`src/rtl/tug_light_bar.sv`:
```
// Tug-of-war light bar: N-lamp bar with press detection,
// round wins, score counters, timed round hold and match-over latch.
module tug_light_bar #(
    parameter int N_LIGHTS    = 9,
    parameter int SCORE_W     = 3,
    parameter int WIN_SCORE   = 7,
    parameter int HOLD_CYCLES = 4
) (
    input  logic                clk,
    input  logic                reset,
    input  logic                L,
    input  logic                R,
    input  logic                restart,
    output logic [N_LIGHTS-1:0] lights,
    output logic [SCORE_W-1:0]  leftScore,
    output logic [SCORE_W-1:0]  rightScore,
    output logic [1:0]          roundWinner,
    output logic                matchOver
);

    localparam int PW = $clog2(N_LIGHTS);
    localparam int HW = (HOLD_CYCLES > 1) ? $clog2(HOLD_CYCLES) : 1;

    localparam logic [PW-1:0] P_MAX = PW'(N_LIGHTS - 1);
    localparam logic [PW-1:0] P_C   = PW'((N_LIGHTS - 1) / 2);
    localparam logic [HW-1:0] H_LAST = HW'(HOLD_CYCLES - 1);
    localparam logic [SCORE_W-1:0] S_WIN = SCORE_W'(WIN_SCORE);
    localparam logic [N_LIGHTS-1:0] L_CTR = N_LIGHTS'(1) << P_C;

    typedef enum logic [1:0] {
        S_PLAY,
        S_ROUND,
        S_MATCH
    } state_t;

    state_t              r_state;
    logic [PW-1:0]       r_pos;
    logic [N_LIGHTS-1:0] r_lights;
    logic [SCORE_W-1:0]  r_left;
    logic [SCORE_W-1:0]  r_right;
    logic [1:0]          r_winner;
    logic                r_match;
    logic [HW-1:0]       r_hold;
    logic                r_lq;
    logic                r_rq;

    logic                w_press_l;
    logic                w_press_r;
    logic                w_mv_l;
    logic                w_mv_r;
    logic [SCORE_W-1:0]  w_left_nx;
    logic [SCORE_W-1:0]  w_right_nx;

    assign w_press_l  = L & ~r_lq;
    assign w_press_r  = R & ~r_rq;
    assign w_mv_l     = w_press_l & ~w_press_r;
    assign w_mv_r     = w_press_r & ~w_press_l;
    assign w_left_nx  = r_left + SCORE_W'(1);
    assign w_right_nx = r_right + SCORE_W'(1);

    assign lights      = r_lights;
    assign leftScore   = r_left;
    assign rightScore  = r_right;
    assign roundWinner = r_winner;
    assign matchOver   = r_match;

    // Game FSM: key history, lamp position, scores and round/match flow.
    always_ff @(posedge clk or negedge reset) begin
        if (!reset) begin
            r_state  <= S_PLAY;
            r_pos    <= P_C;
            r_lights <= L_CTR;
            r_left   <= '0;
            r_right  <= '0;
            r_winner <= 2'b00;
            r_match  <= 1'b0;
            r_hold   <= '0;
            r_lq     <= 1'b1;
            r_rq     <= 1'b1;
        end else begin
            r_lq <= L;
            r_rq <= R;
            if (restart) begin
                r_state  <= S_PLAY;
                r_pos    <= P_C;
                r_lights <= L_CTR;
                r_left   <= '0;
                r_right  <= '0;
                r_winner <= 2'b00;
                r_match  <= 1'b0;
                r_hold   <= '0;
            end else begin
                unique case (r_state)
                    S_PLAY: begin
                        if (w_mv_l && r_pos == P_MAX) begin
                            r_left   <= w_left_nx;
                            r_winner <= 2'b01;
                            r_lights <= '0;
                            r_hold   <= '0;
                            if (w_left_nx == S_WIN) begin
                                r_state <= S_MATCH;
                                r_match <= 1'b1;
                            end else begin
                                r_state <= S_ROUND;
                            end
                        end else if (w_mv_l) begin
                            r_pos    <= r_pos + PW'(1);
                            r_lights <= r_lights << 1;
                        end else if (w_mv_r && r_pos == '0) begin
                            r_right  <= w_right_nx;
                            r_winner <= 2'b10;
                            r_lights <= '0;
                            r_hold   <= '0;
                            if (w_right_nx == S_WIN) begin
                                r_state <= S_MATCH;
                                r_match <= 1'b1;
                            end else begin
                                r_state <= S_ROUND;
                            end
                        end else if (w_mv_r) begin
                            r_pos    <= r_pos - PW'(1);
                            r_lights <= r_lights >> 1;
                        end
                    end
                    S_ROUND: begin
                        if (r_hold == H_LAST) begin
                            r_state  <= S_PLAY;
                            r_pos    <= P_C;
                            r_lights <= L_CTR;
                            r_winner <= 2'b00;
                            r_hold   <= '0;
                        end else begin
                            r_hold <= r_hold + HW'(1);
                        end
                    end
                    S_MATCH: begin
                        r_match <= 1'b1;
                    end
                    default: begin
                        r_state <= S_PLAY;
                    end
                endcase
            end
        end
    end

endmodule

```
`config.mk`:
```
export PLATFORM = sky130hd
export DESIGN_NAME = tug_light_bar
export DESIGN_NICKNAME = d
export VERILOG_FILES = /design/src/rtl/tug_light_bar.sv
export SDC_FILE = /design/constraint.sdc
export NUM_CORES = 1
export LEC_CHECK = 0
export ABC_CLOCK_PERIOD_IN_PS = 3400
export CAP_MARGIN = 40
export CORE_ASPECT_RATIO = 0.7
export CORE_MARGIN = 2
export CORE_UTILIZATION = 65
export CTS_BUF_LIST = sky130_fd_sc_hd__clkbuf_16
export CTS_CLUSTER_SIZE = 16
export DETAILED_ROUTE_END_ITERATION = 7
export DONT_BUFFER_PORTS = 1
export MAX_ROUTING_LAYER = met4
export PLACE_DENSITY = 0.79
export SLEW_MARGIN = 20
export SYNTH_ARGS = -nofsm -noshare
export SYNTH_HDL_FRONTEND = slang
export SYNTH_SLANG_ARGS = --single-unit
export TNS_END_PERCENT = 50
```
`constraint.sdc`:
```
create_clock -name clk -period 3.4 [get_ports clk]
set_input_delay 0.34 -clock clk [delete_from_list [all_inputs] [get_ports clk]]
set_output_delay 0.34 -clock clk [all_outputs]
set_load 0.005 [all_outputs]
```
==> summary.txt, run 1 <==
Timing
  – RSZ-0062 raised after global routing: false
  – Tcrit/Tclk final: 76.5%
  – Slew headroom: 44.4%
  – Post-Route Setup TNS: 0 ns
  – Min Clock Period, post-route: 2.60 ns
  – Worst Skew: 0.00337 ns
  – F_max: 384 MHz
  – Final max-slew violation count: 0
  – Hold Vio Cnt, Final: 0
  – Final setup violation count: 0
  – Slew @ Worst Pin: 0.829 ns

Worst setup path
  – Reg-to-reg slack, setup: 0.80 ns
  – Nature of the critical path endpoint: flip-flop
  – Reg2reg path depth: 9
  – Crit path arrival time: 2.79 ns
  – Crit-path max FO: 14
  – Worst setup path startpoint: r_rq
  – R2R Path Start: r_rq
  – Reg-to-reg endpoint: r_pos[3]
  – Worst setup endpoint: r_pos[3]
  – Setup CP Type: reg -> reg
  – CP Data Required Time: 3.58 ns
  – CP Launch Type: flip-flop

Synth
  – Synth unique cells: 46
  – Post-synth EDFFs: 0
  – Top-area cell type share of the netlist area: 36.7%
  – Post-Syn Nets: 181
  – Post-Syn Area per Cell: 9.68 µm²
  – Yosys reg bits: 28
  – FFs w/ async S/R, synth: 100%
  – Yosys warns: 0
  – Top FF cell, synth: dfrtp_1
  – Post-synth top area cell: dfrtp_1
  – Post-Syn Area: 1640 µm²
  – Area contributors post-synth: dfrtp_1 (37%), dfstp_2 (6.4%), ha_1 (5.4%)
  – Post-synthesis cell count: 169
  – Sequential share of the synthesized area: 43.2%

Flow run
  – MaxCap Viol Count: 0

Floorplan
  – Initial Util: 67.5%
  – Die height: 46.0 µm
  – Row cnt: 15
  – Full die area: 2940 µm²
  – Core footprint: 2420 µm²
  – Die width: 64.0 µm
  – Ports: 23

Routing
  – Detailed-route via count: 1,293
  – Post-DR wirelength/cell: 16.8 µm
  – Drt via density: 6.37
  – Starting DRC count in detailed routing: 97
  – Post-DRT Antenna Nets: 0
  – Routed WL: 3410 µm
  – First drt pass iteration count: 4
  – Remaining DRCs: 0

Clock tree
  – CTS clk-pin slew, worst paths: 0.07 ns
  – CTS tree: yes
  – Num CTS Buffers: 3
  – Postcts setup bufs: 0
  – Clock sink count: 28
  – Clk_lat worst skew: 0.26 ns
  – Htree depth: 1
  – CTS root buffer: clkbuf_16
  – Clock buffer depth: 2

Pwr
  – Max VDD drop: 0.304 mV
  – Combinational share of power: 19.8%
  – Seq pwr share: 44.2%
  – Net Sw Power: 278 µW
  – LEAKAGE: 0.816 nW
  – Sw Ratio: 28.8%
  – Pint: 687 µW
  – Clk pwr share: 36.0%
  – Power Density: 539 nW/µm²
  – Tot Pwr: 965 µW

Global route
  – Vias in the first global route: 1,205
  – First-pass GRT wire length: 5690 µm
  – Gr usage total: 26.7%
  – Total gr overflow: 0
  – Initial antenna violation count: 0
  – Pin count of the biggest net entering global routing: 29

Layout
  – Synthesis-to-finish area growth: 9.56%
  – Nets@finish: 182
  – Layout cell share with drive strength beyond 1: 13.6%
  – Commonest cells after routing, fill and taps aside: dfrtp_1 (24), nor2_1 (17), nand2_1 (11), nand3_1 (10), a21oi_1 (9)
  – Final core occ: 74.0%
  – Commonest non-fill, non-tap cell in the layout: dfrtp_1
  – Diode count: 0

Worst hold path
  – Hold Crit Class: in -> reg
  – Worst hold path startpoint: R

Placement
  – # port buffers: 0
  – Routability cong.: 0.836
  – HPWL after detailed placement: 2290 µm

Status
  – Outcome: complete, no violations
## per-layer routing
layer | track usage, % | vias up | part of all wire (%)
met5 | - | - | 0
met4 | 5.65 | 0 | 0.23
met3 | 8.91 | 2 | 9.3
met2 | 39.4 | 56 | 46
met1 | 36.0 | 627 | 44
li1 | - | 608 | -
## cells by family (layout without fill, tap and decap cells)
group / Yosys count / in the layout / share of synthesized area (%)
buffers and inverters: 14 / 14 / 3.60
AO/OA/AOI/OAI: 36 / 36 / 16.7
XOR/XNOR: 6 / 6 / 3.21
AND/OR/NAND/NOR: 71 / 71 / 23.3
flip-flops: 28 / 28 / 43.2
adder cells (fa/ha/maj): 7 / 7 / 5.36
multiplexers: 7 / 7 / 4.67
## state kept, by name, summed over array words and instances, names as in the netlist
| signal | count |
|---|---|
| leftScore | 3 |
| roundWinner | 2 |
| r_rq | 1 |
| matchOver | 1 |
| lights | 9 |
| rightScore | 3 |
| r_state | 2 |
| r_pos | 4 |
| r_hold | 2 |
| r_lq | 1 |
## worst min path at each step
stage / to / slack (ns) / cells past startpoint
after detailed placement: r_hold[1] / 0.05 / 0
after CTS: r_lq / 0.07 / 0
after global routing: r_rq / 0.06 / 0
final: r_rq / 0.07 / 0
after floorplan: leftScore[0] / 0.04 / 0
after global placement: r_hold[1] / 0.05 / 0
## worst max-delay path, stage by stage, from the launching register on
cell	delay, ns
dfstp_2	0.51
nand2b_1	0.11
and2_1	0.50
inv_1	0.20
ha_1	0.39
a31oi_1	0.09
nand3_1	0.10
o21ai_0	0.10
or4_1	0.42
o211ai_1	0.10
## cell usage after synthesis, types with 5 or more instances
| library cell | number |
|---|---|
| dfrtp_1 | 24 |
| nor2_1 | 17 |
| nand2_1 | 11 |
| nand3_1 | 10 |
| a21oi_1 | 9 |
| ha_1 | 7 |
| nor3_1 | 7 |
| inv_1 | 6 |
| buf_2 | 5 |
| mux2i_1 | 5 |
## final cells by class
| type | count | area (µm²) |
|---|---|---|
| clock buffers | 3 | 75.1 |
| clock inverters | 1 | 30.0 |
| fillers | 161 | 629 |
| inverters | 6 | 22.5 |
| multi-input cells | 127 | 871 |
| flip-flops and latches | 28 | 706 |
| well taps | 34 | 42.5 |
| repair buffers | 4 | 45.0 |
## through the flow
stage                     hold WS [ns]  cells  instance area (µm²)  setup WS (ns)
final                           0.0670    203                 1790          0.799
after global routing            0.0564    203                 1790          0.607
after global placement          0.0451    197                 1660          0.976
after floorplan                 0.0444    169                 1640           1.17
after CTS                       0.0666    203                 1790          0.880
after detailed placement        0.0451    197                 1660          0.913
## repair_timing
item	4_1_cts	5_1_grt
hold endpoints to repair	28	0
hold buffers	2	0
gates resized for setup	0	0
## power by group through the flow
stage / Combinational, mW / Sequential (mW) / Clock [mW]
final: 0.191 / 0.427 / 0.347
after global routing: 0.212 / 0.436 / 0.367
after CTS: 0.190 / 0.425 / 0.354
after detailed placement: 0.173 / 0.430 / 0
after global placement: 0.165 / 0.430 / 0
after floorplan: 0.152 / 0.415 / 0
Note: power is estimated with default switching activity, not from simulation.
==> run 2, diff against run 1 <==
--- a/config.mk
+++ b/config.mk
@@ -5,17 +5,17 @@
 export SDC_FILE = /design/constraint.sdc
 export NUM_CORES = 1
 export LEC_CHECK = 0
-export ABC_CLOCK_PERIOD_IN_PS = 3400
+export ABC_CLOCK_PERIOD_IN_PS = 2300
 export CAP_MARGIN = 40
 export CORE_ASPECT_RATIO = 0.7
 export CORE_MARGIN = 2
-export CORE_UTILIZATION = 65
+export CORE_UTILIZATION = 56
 export CTS_BUF_LIST = sky130_fd_sc_hd__clkbuf_16
 export CTS_CLUSTER_SIZE = 16
 export DETAILED_ROUTE_END_ITERATION = 7
 export DONT_BUFFER_PORTS = 1
 export MAX_ROUTING_LAYER = met4
-export PLACE_DENSITY = 0.79
+export PLACE_DENSITY = 0.72
 export SLEW_MARGIN = 20
 export SYNTH_ARGS = -nofsm -noshare
 export SYNTH_HDL_FRONTEND = slang
==> constraint.sdc (replaced) <==
create_clock -name clk -period 2.3 [get_ports clk]
set_input_delay 0.23 -clock clk [delete_from_list [all_inputs] [get_ports clk]]
set_output_delay 0.23 -clock clk [all_outputs]
set_load 0.005 [all_outputs]
==> summary.txt, run 2 (synthesis gave the netlist of run 1 again) <==
Status
  – Outcome: complete, no violations

Worst setup path
  – Reg2reg path depth: 9 (unchanged)
  – Crit path arrival time: 2.32 ns (-0.47 ns)
  – Reg-to-reg endpoint: r_pos[3]
  – Reg-to-reg slack, setup: 0.16 ns (-0.64 ns)
  – CP Launch Type: flip-flop
  – Crit-path max FO: 4 (-10)
  – Setup CP Type: reg -> reg
  – CP Data Required Time: 2.48 ns (-1.10 ns)
  – Nature of the critical path endpoint: flip-flop
  – R2R Path Start: r_rq

Timing
  – Tcrit/Tclk final: 92.9% (+16 points)
  – Slew headroom: 59.6% (+15 points)
  – RSZ-0062 raised after global routing: false
  – Final setup violation count: 0 (unchanged)
  – Slew @ Worst Pin: 0.606 ns (-0.222 ns)
  – Final max-slew violation count: 0 (unchanged)
  – Worst Skew: 0.00868 ns (+0.00530 ns)
  – Min Clock Period, post-route: 2.14 ns (-0.464 ns)
  – Hold Vio Cnt, Final: 0 (unchanged)
  – F_max: 468 MHz (+22%)
  – Post-Route Setup TNS: 0 ns (unchanged)

Layout
  – Max reg flops: 9 (unchanged)
  – Commonest non-fill, non-tap cell in the layout: dfrtp_1
  – Nets@finish: 190 (+4.4%)
  – Layout cell share with drive strength beyond 1: 16.4% (+2.8 points)
  – Synthesis-to-finish area growth: 13.7%
  – Diode count: 0 (unchanged)
  – Finished Layout Cells: 213 (+4.9%)
  – Post-Layout Inst Area: 1860 µm² (+3.8%)
  – Fillcell total: 229 (+42%)
  – Commonest cells after routing, fill and taps aside: dfrtp_1 (24), nor2_1 (17), nand2_1 (11), nand3_1 (10), a21oi_1 (9)

Routing
  – Post-DRT Antenna Nets: 0 (unchanged)
  – Met2 WL: 1660 µm (+5.4%)
  – Remaining DRCs: 0 (unchanged)
  – Starting DRC count in detailed routing: 119 (+23%)
  – Drt via density: 6.11 (-4.1%)
  – First drt pass iteration count: 4 (unchanged)
  – WL met3: 228 µm (-28%)
  – Top Metal Used: met4
  – Met1 WL: 1690 µm (+12%)
  – Post-DR wirelength/cell: 17.0 µm (+1.0%)
  – Routed WL: 3610 µm (+6.0%)
  – Detailed-route via count: 1,301 (+0.62%)

Clock tree
  – CTS tree: yes
  – Clock sink count: 28 (unchanged)
  – Clk_lat worst skew: 0.27 ns (about the same)
  – Num CTS Buffers: 3 (unchanged)
  – CTS root buffer: clkbuf_16
  – CTS clk-pin slew, worst paths: 0.07 ns (about the same)
  – Post-CTS resize count: 0 (unchanged)
  – Htree depth: 1 (unchanged)
  – Clock buffer depth: 2 (unchanged)

Worst hold path
  – Hold Path End: r_hold[0]
  – Worst hold path startpoint: restart
  – Hold path depth: 1 (+1)
  – Hold Crit Class: in -> reg

Placement
  – DP Cell Count: 205 (+4.1%)
  – HPWL after detailed placement: 2580 µm (+13%)
  – Area of placed instances: 1700 µm² (+2.9%)
  – Routability cong.: 0.991 (+19%)
  – # port buffers: 0 (unchanged)

Pwr
  – LEAKAGE: 0.855 nW (+4.8%)
  – Power Density: 780 nW/µm² (+45%)
  – Max VDD drop: 0.466 mV (+54%)
  – Tot Pwr: 1.45 mW (+50%)

Floorplan
  – Core footprint: 2780 µm² (+15%)
  – Initial Util: 58.8% (-8.8 points)
  – Row cnt: 16 (+1)
  – Die height: 49.2 µm (+7.1%)
  – Full die area: 3380 µm² (+15%)
  – Die width: 68.6 µm (+7.3%)
  – Ports: 23 (unchanged)

Global route
  – Total gr overflow: 0 (unchanged)
  – Vias in the first global route: 1,284 (+6.6%)
  – Initial antenna violation count: 0 (unchanged)
  – Gr usage total: 25.1% (-1.6 points)
  – Pin count of the biggest net entering global routing: 29 (unchanged)
  – First-pass GRT wire length: 6200 µm (+9.1%)

Flow run
  – MaxCap Viol Count: 0 (unchanged)
## run 2: worst max-delay path, cell delays in order (launching register included)
cell,delay [ns]
dfstp_2,0.51
nand2b_1,0.12
and2_1,0.15
inv_1,0.10
ha_1,0.34
a31oi_1,0.09
nand3_1,0.10
o21ai_0,0.11
or4_1,0.42
o211ai_1,0.11
## run 2: layout make-up
type / count / area [µm²] / area share [%]
inverters: 6 / 22.5 / 1.21
repair buffers: 12 / 110 / 5.92
clock inverters: 1 / 30.0 / 1.62
multi-input cells: 127 / 871 / 46.8
flip-flops and latches: 28 / 706 / 38.0
clock buffers: 3 / 75.1 / 4.04
well taps: 36 / 45.0 / 2.42
## run 2: worst max-delay path by stage
stage | startpoint | slack (ns) | end | cells after the start
2_1_floorplan | r_rq | 0.07 | r_pos[3] | 10
3_3_place_gp | r_rq | 0.28 | roundWinner[0] | 6
3_5_place_dp | r_rq | 0.24 | r_pos[3] | 9
4_1_cts | r_rq | 0.19 | r_pos[3] | 9
5_1_grt | r_rq | 0.07 | r_pos[3] | 9
6_report | r_rq | 0.16 | r_pos[3] | 9
## run 2: power breakdown
part / total, mW / switching [mW] / internal, mW
registers: 0.640 / 0.0963 / 0.544
clock network: 0.518 / 0.172 / 0.347
logic: 0.293 / 0.155 / 0.137
total: 1.45 / 0.423 / 1.03
## run 2: timing repair
action,CTS,global route
hold endpoints to repair,30,0
hold buffers,4,0
setup buffers,0,0
## run 2: per-stage QoR
step	utilization, %	setup WS, ns	hold slack, ns
4_1_cts	66.8	0.195	0.0214
3_3_place_gp	61.2	0.278	-0.0648
5_1_grt	66.8	0.0713	0.0137
3_5_place_dp	61.2	0.239	-0.0648
2_1_floorplan	-	0.0681	-0.0656
6_report	66.8	0.163	0.0233
## run 2: metal layers
| metal | GRT usage (%) | vias up |
|---|---|---|
| met5 | - | - |
| met4 | 4.33 | 0 |
| met3 | 6.47 | 6 |
| met2 | 37.2 | 37 |
| met1 | 35.1 | 634 |
| li1 | - | 624 |
==> run 3, diff against run 2 <==
--- a/config.mk
+++ b/config.mk
@@ -5,17 +5,17 @@
 export SDC_FILE = /design/constraint.sdc
 export NUM_CORES = 1
 export LEC_CHECK = 0
-export ABC_CLOCK_PERIOD_IN_PS = 2300
+export ABC_CLOCK_PERIOD_IN_PS = 2000
 export CAP_MARGIN = 40
 export CORE_ASPECT_RATIO = 0.7
 export CORE_MARGIN = 2
-export CORE_UTILIZATION = 56
+export CORE_UTILIZATION = 62
 export CTS_BUF_LIST = sky130_fd_sc_hd__clkbuf_16
 export CTS_CLUSTER_SIZE = 16
 export DETAILED_ROUTE_END_ITERATION = 7
 export DONT_BUFFER_PORTS = 1
 export MAX_ROUTING_LAYER = met4
-export PLACE_DENSITY = 0.72
+export PLACE_DENSITY = 0.76
 export SLEW_MARGIN = 20
 export SYNTH_ARGS = -nofsm -noshare
 export SYNTH_HDL_FRONTEND = slang
==> constraint.sdc (replaced) <==
create_clock -name clk -period 2 [get_ports clk]
set_input_delay 0.2 -clock clk [delete_from_list [all_inputs] [get_ports clk]]
set_output_delay 0.2 -clock clk [all_outputs]
set_load 0.005 [all_outputs]
==> summary.txt, run 3 (synthesis gave the netlist of run 1 again) <==
Status
  – Outcome: finished, violations left
  – Violated checks: negative setup slack

Layout
  – Nets@finish: 198 (+4.2%)
  – Synthesis-to-finish area growth: 18.4%
  – Commonest cells after routing, fill and taps aside: dfrtp_1 (24), nor2_1 (17), buf_4 (13), nand2_1 (11), nand3_1 (10)
  – Max reg flops: 9 (unchanged)
  – Post-Layout Inst Area: 1940 µm² (+4.1%)
  – Fillcell total: 172 (-25%)
  – Diode count: 0 (unchanged)
  – Layout cell share with drive strength beyond 1: 22.2% (+5.8 points)
  – Commonest non-fill, non-tap cell in the layout: dfrtp_1
  – Final core occ: 78.1% (+11 points)

Global route
  – GR Layer Usage met2: 46.1% (+8.9 points)
  – Initial antenna violation count: 0 (unchanged)
  – Met1 usage: 36.8% (+1.7 points)
  – Pin count of the biggest net entering global routing: 29 (unchanged)
  – Met3 usage: 7.91% (+1.4 points)
  – Vias in the first global route: 1,342 (+4.5%)
  – Gr usage total: 29.1% (+4.0 points)
  – Most Crowded Layer GR: met2
  – Total gr overflow: 0 (unchanged)
  – First-pass GRT wire length: 6310 µm (+1.8%)

Placement
  – Pre-CTS setup slack: 0.0222 ns (-0.217 ns)
  – Area of placed instances: 1750 µm² (+2.9%)
  – # port buffers: 0 (unchanged)
  – Routability cong.: 0.925 (-6.7%)
  – HPWL after detailed placement: 2780 µm (+7.5%)

Routing
  – First drt pass iteration count: 4 (unchanged)
  – Remaining DRCs: 0 (unchanged)
  – Post-DRT Antenna Nets: 0 (unchanged)
  – Drt via density: 6.38 (+4.5%)
  – Routed WL: 3970 µm (+9.9%)
  – Starting DRC count in detailed routing: 102 (-14%)
  – Post-DR wirelength/cell: 18.1 µm (+6.9%)
  – Detailed-route via count: 1,398 (+7.5%)

Floorplan
  – Initial Util: 66.0% (+7.2 points)
  – Die width: 65.4 µm (-4.7%)
  – Die height: 47.0 µm (-4.6%)
  – Row cnt: 15 (-1)
  – Core footprint: 2480 µm² (-11%)
  – Ports: 23 (unchanged)
  – Full die area: 3070 µm² (-9.0%)

Timing
  – Final max-slew violation count: 0 (unchanged)
  – Setup WS post-layout: -0.00747 ns (-0.171 ns)
  – Tcrit/Tclk final: 100% (+7.5 points)
  – Slew headroom: 59.0% (-0.59 points)
  – Slew @ Worst Pin: 0.615 ns (+0.00889 ns)
  – Hold WS: 0.00875 ns (-0.0145 ns)
  – Hold Vio Cnt, Final: 0 (unchanged)
  – Min Clock Period, post-route: 2.01 ns (-0.129 ns)
  – Worst Skew: 0.00177 ns (-0.00691 ns)
  – Final setup violation count: 2 (+2)
  – F_max: 498 MHz (+6.5%)
  – RSZ-0062 raised after global routing: true

Worst setup path
  – Reg2reg path depth: 7 (-2)
  – Crit path arrival time: 2.15 ns (-0.17 ns)
  – Nature of the critical path endpoint: flip-flop
  – Crit-path max FO: 4 (unchanged)
  – CP Launch Type: flip-flop
  – Reg-to-reg endpoint: lights[2]
  – Setup CP Type: reg -> reg
  – CP Data Required Time: 2.14 ns (-0.34 ns)
  – R2R Path Start: r_lq
  – Reg-to-reg slack, setup: -0.007 ns (-0.17 ns)

Pwr
  – LEAKAGE: 0.900 nW (+5.2%)
  – Max VDD drop: 0.637 mV (+37%)
  – Power Density: 825 nW/µm² (+5.7%)
  – Tot Pwr: 1.60 mW (+10%)

Flow run
  – MaxCap Viol Count: 0 (unchanged)

Clock tree
  – CTS tree: yes
  – CTS clk-pin slew, worst paths: 0.06 ns (about the same)
  – Clock sink count: 28 (unchanged)
  – Clock buffer depth: 2 (unchanged)
  – Clk_lat worst skew: 0.26 ns (about the same)
  – Num CTS Buffers: 3 (unchanged)
  – Htree depth: 1 (unchanged)
  – CTS root buffer: clkbuf_16

Worst hold path
  – Hold path depth: 1 (unchanged)
  – Worst hold path startpoint: restart
  – Hold Path End: matchOver
  – Hold Crit Class: in -> reg
## run 3: where the power goes
| part | internal, mW | switching [mW] |
|---|---|---|
| sequential | 0.626 | 0.0921 |
| clock | 0.268 | 0.182 |
| combinational | 0.204 | 0.224 |
| total | 1.10 | 0.499 |
## run 3: worst max path at each step
| stage | start | end | slack, ns |
|---|---|---|---|
| 6_report | r_lq | lights[2] | -0.007 |
| 5_1_grt | r_rq | r_pos[3] | -0.06 |
| 4_1_cts | r_lq | r_pos[2] | 0.007 |
| 3_5_place_dp | r_lq | r_pos[2] | 0.02 |
| 3_3_place_gp | r_rq | r_pos[3] | 0.14 |
| 2_1_floorplan | r_rq | r_pos[3] | 0.01 |
## run 3: stage by stage
stage,cells,TNS [ns]
final,219,-0.0116
after global routing,219,-0.167
after CTS,217,0
after detailed placement,207,0
after global placement,207,0
after floorplan,169,0
## run 3: final cells by class
cell class / instances / area, µm² / share of cell area [%]
clock buffers: 3 / 75.1 / 3.88
flip-flops and latches: 28 / 706 / 36.5
multi-input cells: 127 / 908 / 46.9
clock inverters: 1 / 3.75 / 0.194
inverters: 6 / 22.5 / 1.16
repair buffers: 20 / 178 / 9.18
well taps: 34 / 42.5 / 2.20
## run 3: repair_timing
action,4_1_cts,5_1_grt
buffers inserted,0,1
endpoints found under the hold margin,34,3
setup endpoints to repair,0,3
hold buffers,6,1
gates resized for setup,0,4
## run 3: per-layer routing
layer	routed length (µm)	share of wire (%)
met1	1770	45
met4	70	1.8
met2	1880	47
met5	0	0
met3	246	6.2
## run 3: critical path, cell delays in order, from the launching register on
cell and delay (ns):
dfstp_2 0.52, nor2b_2 0.05, or3_1 0.37, a2111oi_4 0.43, buf_4 0.18, buf_4 0.11, nand2b_1 0.14, o31ai_1 0.09
